$ cat config.mk
export PLATFORM = sky130hd
export DESIGN_NAME = system_qsy_nios2_qsys_oci_dct_monitor
export DESIGN_NICKNAME = d
export VERILOG_FILES = /design/src/rtl/system_qsy_nios2_qsys_oci_dct_monitor.sv
export SDC_FILE = /design/constraint.sdc
export NUM_CORES = 1
export LEC_CHECK = 0
export BUFFER_PORTS_ARGS = -buffer_cell sky130_fd_sc_hd__buf_2
export CAP_MARGIN = 0
export CORE_ASPECT_RATIO = 2
export CORE_MARGIN = 2
export CORE_UTILIZATION = 62
export CTS_BUF_LIST = sky130_fd_sc_hd__clkbuf_8 sky130_fd_sc_hd__clkbuf_16
export CTS_CLUSTER_SIZE = 14
export DETAILED_ROUTE_END_ITERATION = 16
export PLACE_DENSITY_LB_ADDON = 0.08
export SLEW_MARGIN = 15
export SYNTH_ARGS = -nofsm -noshare
export SYNTH_HDL_FRONTEND = slang
export SYNTH_SLANG_ARGS = --single-unit
$ cat constraint.sdc
create_clock -name clk -period 10.35 [get_ports clk]
set_input_delay 0 -clock clk [delete_from_list [all_inputs] [get_ports clk]]
set_output_delay 0 -clock clk [all_outputs]
set_load 0.02 [all_outputs]
$ cat src/rtl/system_qsy_nios2_qsys_oci_dct_monitor.sv
// rtl/system_qsy_nios2_qsys_oci_dct_monitor.sv - OCI DCT trace capture FIFO with end-of-test sequencing
module system_qsy_nios2_qsys_oci_dct_monitor #(
    parameter int ENTRY_W     = 2,
    parameter int NUM_ENTRIES = 15,
    parameter int CNT_W       = 4,
    parameter int DEPTH       = 8,
    localparam int BUF_W      = ENTRY_W * NUM_ENTRIES,
    localparam int LVL_W      = $clog2(DEPTH + 1)
) (
    input  logic             clk,
    input  logic             reset,
    input  logic [BUF_W-1:0] dct_buffer,
    input  logic [CNT_W-1:0] dct_count,
    input  logic             test_ending,
    input  logic             test_has_ended,
    input  logic             rd_ready,
    output logic             rd_valid,
    output logic [BUF_W-1:0] rd_data,
    output logic [CNT_W-1:0] rd_count,
    output logic             rd_last,
    output logic [LVL_W-1:0] fifo_level,
    output logic             overflow,
    output logic [15:0]      drop_cnt,
    output logic [1:0]       mon_state,
    output logic             done
);
    localparam int PTR_W = $clog2(DEPTH);
    localparam logic [CNT_W-1:0] FULL_CNT = CNT_W'(NUM_ENTRIES);
    localparam logic [LVL_W-1:0] LVL_FULL = LVL_W'(DEPTH);
    localparam logic [LVL_W-1:0] LVL_ONE  = LVL_W'(1);

    typedef enum logic [1:0] {RUN = 2'd0, ENDING = 2'd1, DRAIN = 2'd2, DONE = 2'd3} state_t;

    state_t           state_q, state_d;
    logic [CNT_W-1:0] prev_count_q;
    logic             prev_ending_q;
    logic [PTR_W-1:0] wr_ptr_q, rd_ptr_q;
    logic [LVL_W-1:0] level_q, level_d;
    logic             overflow_q;
    logic [15:0]      drop_cnt_q;

    logic [BUF_W-1:0] mem_buf_q  [DEPTH];
    logic [CNT_W-1:0] mem_cnt_q  [DEPTH];
    logic             mem_last_q [DEPTH];

    logic in_run, full_evt, end_evt, push, pop, do_write, drop;

    assign in_run   = (state_q == RUN);
    assign full_evt = in_run && (dct_count == FULL_CNT) && (prev_count_q != FULL_CNT);
    assign end_evt  = in_run && ((test_ending && !prev_ending_q) || test_has_ended);
    assign push     = full_evt || end_evt;
    assign rd_valid = (level_q != '0);
    assign pop      = rd_valid && rd_ready;
    // A full FIFO still accepts a push when the head leaves in the same cycle.
    assign do_write = push && ((level_q != LVL_FULL) || pop);
    assign drop     = push && !do_write;

    always_comb begin
        level_d = level_q;
        if (do_write && !pop)
            level_d = level_q + LVL_ONE;
        else if (!do_write && pop)
            level_d = level_q - LVL_ONE;
    end

    always_comb begin
        state_d = state_q;
        case (state_q)
            RUN:    if (end_evt) state_d = test_has_ended ? DRAIN : ENDING;
            ENDING: if (test_has_ended) state_d = DRAIN;
            DRAIN:  if ((level_q == '0) || ((level_q == LVL_ONE) && pop)) state_d = DONE;
            default: state_d = DONE;
        endcase
    end

    always_ff @(posedge clk) begin
        if (reset) begin
            state_q       <= RUN;
            prev_count_q  <= '0;
            prev_ending_q <= 1'b0;
            wr_ptr_q      <= '0;
            rd_ptr_q      <= '0;
            level_q       <= '0;
            overflow_q    <= 1'b0;
            drop_cnt_q    <= '0;
        end else begin
            state_q       <= state_d;
            prev_count_q  <= dct_count;
            prev_ending_q <= test_ending;
            level_q       <= level_d;
            if (do_write) wr_ptr_q <= wr_ptr_q + PTR_W'(1);
            if (pop)      rd_ptr_q <= rd_ptr_q + PTR_W'(1);
            if (drop) begin
                overflow_q <= 1'b1;
                if (drop_cnt_q != 16'hFFFF) drop_cnt_q <= drop_cnt_q + 16'd1;
            end
        end
    end

    always_ff @(posedge clk) begin
        if (!reset && do_write) begin
            mem_buf_q[wr_ptr_q]  <= dct_buffer;
            mem_cnt_q[wr_ptr_q]  <= dct_count;
            mem_last_q[wr_ptr_q] <= end_evt;
        end
    end

    assign rd_data    = rd_valid ? mem_buf_q[rd_ptr_q]  : '0;
    assign rd_count   = rd_valid ? mem_cnt_q[rd_ptr_q]  : '0;
    assign rd_last    = rd_valid ? mem_last_q[rd_ptr_q] : 1'b0;
    assign fifo_level = level_q;
    assign overflow   = overflow_q;
    assign drop_cnt   = drop_cnt_q;
    assign mon_state  = state_q;
    assign done       = (state_q == DONE);
endmodule

==> results of run 1 <==
==> synth_stat cells, types with 2 or more instances <==
master	instances
buf_6	2
ha_1	8
o21ai_0	12
inv_1	5
buf_2	2
nand4_1	5
a21oi_1	18
nand3_1	11
nand2_1	9
or4_1	4
nand2b_1	2
xor2_1	8
mux2i_1	37
or3_1	11
clkbuf_1	16
buf_1	10
o211ai_1	2
and2_1	2
and4_1	3
nor3_1	4
nor2_1	63
dfxtp_1	37
mux4_2	70
nor2b_1	7
xnor2_1	2
edfxtp_1	280
==> per-stage QoR <==
step | instance area, um^2 | power, mW | hold slack (ps) | instances | utilization
floorplan | 12300 | 2.10 | 98.9 | 645 | -
global placement | 13100 | 2.32 | 235 | 975 | 0.675
detailed placement | 13100 | 2.33 | 248 | 975 | 0.675
CTS | 14300 | 3.24 | 246 | 1062 | 0.736
global route | 14400 | 3.35 | 291 | 1068 | 0.743
finish | 14400 | 3.21 | 267 | 1068 | 0.743
==> area by class of cell <==
class,instances,area [um^2],share of cell area
Timing Repair Buffer,146,1040,0.0720
Clock buffer,30,717,0.0498
Multi-Input combinational cell,292,3060,0.213
Clock inverter,19,81.3,0.00565
Sequential cell,317,9160,0.636
Tap cell,259,324,0.0225
Inverter,5,18.8,0.00130
==> flip-flops by register name (all words and copies together) (netlist names), named ones only <==
signal	count
mem_buf_q	240
mem_cnt_q	32
drop_cnt	16
mem_last_q	8
fifo_level	4
prev_count_q	4
rd_ptr_q	3
wr_ptr_q	3
mon_state	2
overflow	1
prev_ending_q	1
==> logic make-up (layout without fill, tap and decap cells) <==
| group | count (synthesis) | after routing | share of synthesized area |
|---|---|---|---|
| flip-flops | 317 | 317 | 0.743 |
| multiplexers | 108 | 108 | 0.159 |
| AND/OR/NAND/NOR | 127 | 127 | 0.0512 |
| adder cells (fa/ha/maj) | 8 | 8 | 0.00813 |
| AO/OA/AOI/OAI | 39 | 39 | 0.0185 |
| buffers and inverters | 36 | 200 | 0.0127 |
| XOR/XNOR | 10 | 10 | 0.00712 |
==> worst max-delay path, stage by stage (launching register included) <==
cell and delay, ps:
dfxtp_1 440, inv_1 100, ha_1 230, and4bb_1 220, nor3_1 340, nand2_1 190
or3_1 490, nor2_4 610, buf_16 240
==> cells in the final DEF (no fill, tap or decap), types with 12 or more instances in the layout <==
cell / n
a21oi_1: 18
dlygate4sd3_1: 38
nor2_1: 57
inv_1: 21
edfxtp_1: 280
o21ai_0: 12
buf_2: 98
mux4_2: 70
mux2i_1: 37
clkbuf_16: 27
dfxtp_1: 34
==> routing by layer <==
metal / GRT usage / up-vias / share of wire
li1: - / 2865 / -
met1: 0.262 / 3228 / 0.36
met2: 0.434 / 177 / 0.57
met3: 0.0262 / 37 / 0.039
met4: 0.0743 / 0 / 0.024
met5: 0 / - / 0
==> power breakdown <==
part,switching [mW],internal (mW),total (mW)
Clock,0.413,0.493,0.906
Combinational,0.434,0.355,0.788
Sequential,0.0722,1.44,1.51
==> worst max path at each step <==
stage | from | end | slack (ps)
2_1_floorplan | fifo_level[0]$_SDFFE_PP0P_ | mem_buf_q[0][0]$_DFFE_PP_ | 5610
3_3_place_gp | fifo_level[0]$_SDFFE_PP0P_ | mem_buf_q[5][0]$_DFFE_PP_ | 7020
3_5_place_dp | fifo_level[0]$_SDFFE_PP0P_ | mem_buf_q[4][0]$_DFFE_PP_ | 6850
4_1_cts | fifo_level[0]$_SDFFE_PP0P_ | mem_buf_q[4][5]$_DFFE_PP_ | 6830
5_1_grt | register | rd_count[3] | 6910
6_report | fifo_level[0]$_SDFFE_PP0P_ | mem_buf_q[1][14]$_DFFE_PP_ | 7180
==> impl_results.md, run 1 <==
* Gpl congestion at 0.764
* 1st-pass router iterations at 5
* Post-CTS sizing at 0
* Post-synth ARST share at 0
* Worst Hold Launch: test_ending
* CP Capture Type: register
* Max_cap viols at 0
* Antenna cell count at 0
* Number of synthesis warnings at 0
* Maximum fanout along the worst path at 19
* Syn_area_per_cell at 19.1 um^2
* Post-synth EDFFs at 280
* Tot GR Track Use at 0.226
* Worst-path clk slew at ~60 ps
* Initial Util at 0.636
* Post-Synthesis Cells at roughly 650
* Area leader, netlist: edfxtp_1
* Synth top area cells: edfxtp_1 68%, mux4_2 13%, dfxtp_1 6.0%
* Status: complete, no violations
* Slew @ Worst Pin at 1000 ps
* Mapped Area at between 0.01 and 0.015 mm^2
* RR Startpoint: fifo_level[0]$_SDFFE_PP0P_
* Clk sink count at 317
* Drt initial violations at 336
* Pwr per Cell Area at roughly 220 mW/mm^2
* Max-slew violations at 0
* Distinct cell type count after synthesis at 41
* Antenna violations before repair at 0
* I/O Buffers at 98
* Wire per inst at about 22 um
* Core area at just under 0.02 mm^2
* I/O pin count at 99
* FF+latch count, synth at ~320
* Area delta synth->final at 16.9%
* Crit Path Class: reg2reg
* Via count at roughly 6.3k
* Hold Path Sink: prev_ending_q$_SDFF_PP0_
* Max Fclk at 315 MHz
* Layout cells sized above 1 at 0.281
* Leak at 4.78 nW
* Final worst slack at 7180 ps
* Minimum clock period at 3170 ps
* Largest net degree at the start of global routing at 71
* Detail Placement HPWL at 13,800 um
* Critical path startpoint category: register
* Die area at 0.0211 mm^2
* R2R setup slack at 7180 ps
* Nets at 836
* Critical Path AT at 3400 ps
* Die height at 203 um
* Antenna Nets Post-Route at 0
* RR Endpoint: mem_buf_q[1][14]$_DFFE_PP_
* Synth Flop Type: edfxtp_1
* Post-synthesis sequential area ratio at 0.743
* Top-area cell type share of the netlist area at 0.683
* CTS Buffer Depth at 3
* # setup viols final at 0
* GR Overflow Total at 0
* Tightest Hold Check Type: in2reg
* Final Hold Viols at 0
* Fillcell total at 1,158
* Max VDD drop at roughly 230 uV
* First-pass GRT wire length at 36,500 um
* Vias in the first global route at 6,783
* Placement Setup Slack at around 6800 ps
* # rows at just over 70
* Req. time, crit path at ~11,000 ps
* Die Width at 104 um
* Clock Root Buffer: clkbuf_16
* Via density at 5.91
* Post-CTS Setup Repair Bufs at 0
* Hold path cells at 3
* Hold_buf cts at 38
* H-tree level count at 1
* Setup Skew at 15.8 ps
* Routed WL at 23,200 um
* DR DRC count at 0
* TritonCTS clock tree: done
* CTS Buf Count at 27
* Worst reg-to-reg path cell count at 8
* Worst-skew pair later-pin latency at 530 ps
* RSZ-0062 raised after global routing: false
* Mapped Nets at 692
* Relative slew margins at 0.333
* Final worst-path cycle share at 0.306
* Fin Setup TNS at 0 ps
Power figures use the tool's default switching activity.
==> inputs of run 2 (changes only) <==
CORE_UTILIZATION = 54   (was 62)
clock period = 2.75 ns   (was 10.35 ns; I/O delays follow)
==> run 2 against run 1 <==
Compared with the run above:
- register-to-register slack got worse by 7000 ps
- die area grew 14%
- wire length up 5.5%
- sequential power increased to 3.7 times the previous value
- flip-flop and latch count is the same
- largest power group unchanged
==> impl_results.md, run 2 (same netlist as run 1, synthesis figures left out) <==
* Via density at 5.83
* Detail Placement HPWL at 14,800 um
* CTS Buffer Depth at 3
* Fin cells at 1,099
* Most common cell after layout, fill and taps aside: edfxtp_1
* First-pass GRT wire length at 39,000 um
* Initial Util at 0.546
* Fin Setup TNS at 0 ps
* Max Fclk at 389 MHz
* Worst-path clk slew at 60 ps
* Max VDD drop at between 800 and 900 uV
* Total power at 12.2 mW
* Worst-skew pair later-pin latency at about 540 ps
* Drt initial violations at 392
* GR Overflow Total at 0
* Placed instance count at 1,012
* Antenna violations before repair at 0
* Via count at between 6k and 7k
* Maximum fanout along the worst path at 35
* DR DRC count at 0
* Leak at 4.84 nW
* Nets at 846
* Post-CTS Setup Repair Bufs at 0
* Core area at roughly 0.023 mm^2
* Hold_ws at between 200 and 250 ps
* Routed WL at 24,400 um
* Antenna Nets Post-Route at 0
* Tightest Hold Check Type: in2reg
* # rows at 78
* Max-slew violations at 0
* # setup viols final at 0
* Clock Root Buffer: clkbuf_16
* Clk sink count at between 300 and 400
* TritonCTS clock tree: done
* Final Cell Area at roughly 0.015 mm^2
* RSZ-0062 raised after global routing: false
* CTS Buf Count at 27
* Area delta synth->final at 18.5%
* Crit Path Class: reg2reg
* Most frequent cells in the layout: 280 x edfxtp_1, 98 x buf_2, 70 x mux4_2
* Req. time, crit path at roughly 3000 ps
* Critical Path AT at around 2800 ps
* Slew @ Worst Pin at 954 ps
* Final worst slack at 182 ps
* Hold_buf cts at 38
* Wire per inst at ~22 um
* Largest net degree at the start of global routing at a little over 40
* Critical path startpoint category: register
* Pwr per Cell Area at 839 mW/mm^2
* Minimum clock period at 2570 ps
* Final core utilization at 0.647
* Vias in the first global route at 7,045
* Gpl congestion at around 0.77
* I/O Buffers at 98
* Relative slew margins at 0.364
* I/O pin count at 99
* Max reg flops at 240
* Die height at 218 um
* CP Capture Type: register
* Layout cells sized above 1 at 0.295
* Post-Place Cell Area at between 0.01 and 0.015 mm^2
* Antenna cell count at 0
* Max_cap viols at 0
* Final worst-path cycle share at 0.934
* H-tree level count at 1
* Die Width at 111 um
* Placement Setup Slack at 173 ps
* Tot GR Track Use at 0.211
* Die area at 0.0241 mm^2
* 1st-pass router iterations at 5
* Setup Skew at 11.6 ps
* Post-CTS sizing at 0
* Most flops, register: mem_buf_q
* Final Hold Viols at 0
* Status: complete, no violations
run 2: metal layers:
metal | track usage | wire, um | up-vias
met3 | 0.0220 | 874 | 47
met5 | 0 | 0 | -
met1 | 0.241 | 9000 | 3307
li1 | - | - | 2880
met4 | 0.0858 | 879 | 0
met2 | 0.400 | 13700 | 172
run 2: path summary, 6_finish.rpt:
check,start,endpoint,slack [ps],depth (start not counted)
max,fifo_level[0]$_SDFFE_PP0P_,mem_buf_q[0][28]$_DFFE_PP_,180,8
min,reset,wr_ptr_q[0]$_SDFFE_PP0P_,230,3
max reg2reg,fifo_level[0]$_SDFFE_PP0P_,mem_buf_q[0][28]$_DFFE_PP_,180,8
min reg2reg,overflow$_SDFFE_PP0P_,overflow$_SDFFE_PP0P_,480,2
run 2: layout make-up:
type                       count  area, um^2
multi-input combinational    292        3100
clock inverter                20        81.3
timing repair buffer         156        1170
sequential                   317        9170
tap                          280         350
fill                        1536        7950
clock buffer                  29         703
inverter                       5        23.8
run 2: where the power goes:
group / switching, mW / internal [mW] / total [mW]
Combinational: 1.81 / 1.43 / 3.24
Clock: 1.58 / 1.83 / 3.41
Sequential: 0.162 / 5.43 / 5.59
run 2: critical path: stages (launching register included):
cell and delay [ps]:
dfxtp_4 390, inv_4 50, ha_4 150, and4bb_1 220, nor3_2 270, nand2_1 170
or3_4 460, nor3_4 250, buf_12 260
==> inputs of run 3 (changes only) <==
CORE_UTILIZATION = 25   (was 54)
==> run 3 against run 2 <==
Compared with the run above:
- sequential share of layout area fell by 3.0 points
- sequential power barely moved
- first-iteration DRC count fell by 22%
- clock power rose by 25%
- maximum frequency fell by 0.88%
- clock-buffer cell count rose by 2
- clock skew rose by 5.7 ps
- non-clock buffer count rose by 7
- total power rose by 8.3%
- global-route usage fell by 9.5 points
- die area rose by 110%
- critical endpoint is now mem_buf_q[0][8]$_DFFE_PP_
- largest cell class unchanged
- largest power group unchanged
==> impl_results.md, run 3 (same netlist as run 1, synthesis figures left out) <==
* RSZ-0062 raised after global routing: false
* # rows at approximately 120
* Worst-skew pair later-pin latency at 590 ps
* Met1 usage at 0.139
* # setup viols final at 0
* Detail Placement HPWL at 17,400 um
* Worst Hold Launch: reset
* Tightest Hold Check Type: in2reg
* R2R setup slack at 160 ps
* Max-slew violations at 0
* Max_cap viols at 0
* Max VDD drop at 920 uV
* CTS Buf Count at 31
* Crit Path Class: reg2reg
* Hold_ws at 186 ps
* Setup Skew at approximately 17 ps
* Tot GR Track Use at 0.116
* Clk sink count at 317
* Critical Path AT at 2870 ps
* Area delta synth->final at 24.6%
* Clock Root Buffer: clkbuf_16
* Die Width at 161 um
* Slew @ Worst Pin at 586 ps
* Leak at 4.94 nW
* Hold_buf cts at 38
* Initial Util at 0.252
* RR Startpoint: fifo_level[0]$_SDFFE_PP0P_
* Antenna violations before repair at 0
* CP Capture Type: register
* Routed WL at 29,000 um
* Final core utilization at 0.313
* Placement Setup Slack at 139 ps
* Post-CTS Setup Repair Bufs at 0
* GR Overflow Total at 0
* Gpl congestion at just under 0.7
* Area of the multi-input gates at 0.00310 mm^2
* Die area at 0.0511 mm^2
* CP max stage cell: or3_4
* Post-CTS sizing at 0
* Largest net degree at the start of global routing at 36
* Final worst slack at roughly 160 ps
* CTS Buffer Depth at 3
* DR DRC count at 0
* Most flops, register: mem_buf_q
* 1st-pass router iterations at 4
* TritonCTS clock tree: done
* Met3 usage at 0.0189
* Most common cell after layout, fill and taps aside: edfxtp_1
* Final worst-path cycle share at 0.942
* Via density at 4.29
* Worst path cell trace: inv_4 > ha_4 > and4bb_1 > nor3_2 > nand2_1 > or3_4 > nor3_4 > buf_12
* Nets at 857
* Relative slew margins at 0.609
* Via count at 6,341
* Worst reg-to-reg path cell count at 8
* Hold path cells at 3
* Reg area at 0.00917 mm^2
* Pwr per Cell Area at 865 mW/mm^2
* Worst-path clk slew at 60 ps
* GR peak layer: met2
* Hold Path Sink: wr_ptr_q[2]$_SDFFE_PP0P_
* Critical path startpoint category: register
* Wire per inst at 19.7 um
* Core area at 0.0489 mm^2
* I/O pin count at 99
* Met2 Use GR at 0.212
* Req. time, crit path at 3030 ps
* Layout cells sized above 1 at 0.319
* Minimum clock period at roughly 2600 ps
* First-pass GRT wire length at 44,400 um
* Die height at 318 um
* Max Fclk at 386 MHz
* Final Hold Viols at 0
* Vias in the first global route at a little under 7k
* Status: complete, no violations
* Max reg flops at 240
* RR Endpoint: mem_buf_q[0][8]$_DFFE_PP_
* Drt initial violations at between 300 and 400
* H-tree level count at 1
* Fillcell total at 4,807
* Crit-path max cell delay at 470 ps
* Antenna Nets Post-Route at 0
* I/O Buffers at 98
* Most frequent cells in the layout: 280 x edfxtp_1, 98 x buf_2, 70 x mux4_2
* Antenna cell count at 0
* Maximum fanout along the worst path at 17
## run 3: changes by cell type in the layout (fill, tap and decap cells not counted), moves of 4 or more
cell and delta:
buf_4 +7, bufinv_16 +4, clkbuf_16 +4, clkinv_1 +6
clkinv_2 +7, inv_1 -14
## run 3: power breakdown
group          internal [mW]  leakage (nW)  switching (mW)  total, mW
logic                   1.46          1.60            1.94       3.40
registers               5.43          2.83           0.161       5.59
clock network           2.43         0.515            1.83       4.27
total                   9.33          4.94            3.93       13.3
## run 3: metal layers
layer	vias to the layer above	share of wire
met5	-	0
li1	2914	-
met3	29	0.044
met2	132	0.53
met4	0	0.018
met1	3266	0.41
## run 3: how the worst max path moves through the flow
stage / start / end / slack [ps] / cells after the start
after floorplan: fifo_level[0]$_SDFFE_PP0P_ / mem_buf_q[0][0]$_DFFE_PP_ / -210 / 7
after global placement: fifo_level[0]$_SDFFE_PP0P_ / mem_buf_q[0][20]$_DFFE_PP_ / 190 / 8
after detailed placement: fifo_level[0]$_SDFFE_PP0P_ / mem_buf_q[0][18]$_DFFE_PP_ / 140 / 8
after CTS: fifo_level[0]$_SDFFE_PP0P_ / mem_cnt_q[0][2]$_DFFE_PP_ / 120 / 8
after global routing: fifo_level[0]$_SDFFE_PP0P_ / mem_cnt_q[0][1]$_DFFE_PP_ / 20 / 8
final: fifo_level[0]$_SDFFE_PP0P_ / mem_buf_q[0][8]$_DFFE_PP_ / 160 / 8
## run 3: final cells by class
class	count	area share
flip-flops and latches	317	0.598
inverters	5	0.00155
clock buffers	31	0.0506
well taps	643	0.0525
multi-input cells	292	0.202
repair buffers	163	0.0798
clock inverters	27	0.0161
## run 3: per-stage QoR
step | total power, mW | cell area [um^2] | setup TNS [ps] | std cells
after floorplan | 7.93 | 12400 | -7500 | 645
after global placement | 9.19 | 13900 | 0 | 1382
after detailed placement | 9.20 | 13900 | 0 | 1382
after CTS | 13.6 | 15300 | 0 | 1478
after global routing | 14.0 | 15300 | 0 | 1478
final | 13.3 | 15300 | 0 | 1478
## run 3: critical path, delay by kind of cell, from the launching register on
family                   cells  cell delay, ps
adder cells (fa/ha/maj)      1             160
AND/OR/NAND/NOR              5            1450
flip-flops                   1             400
buffers and inverters        2             260
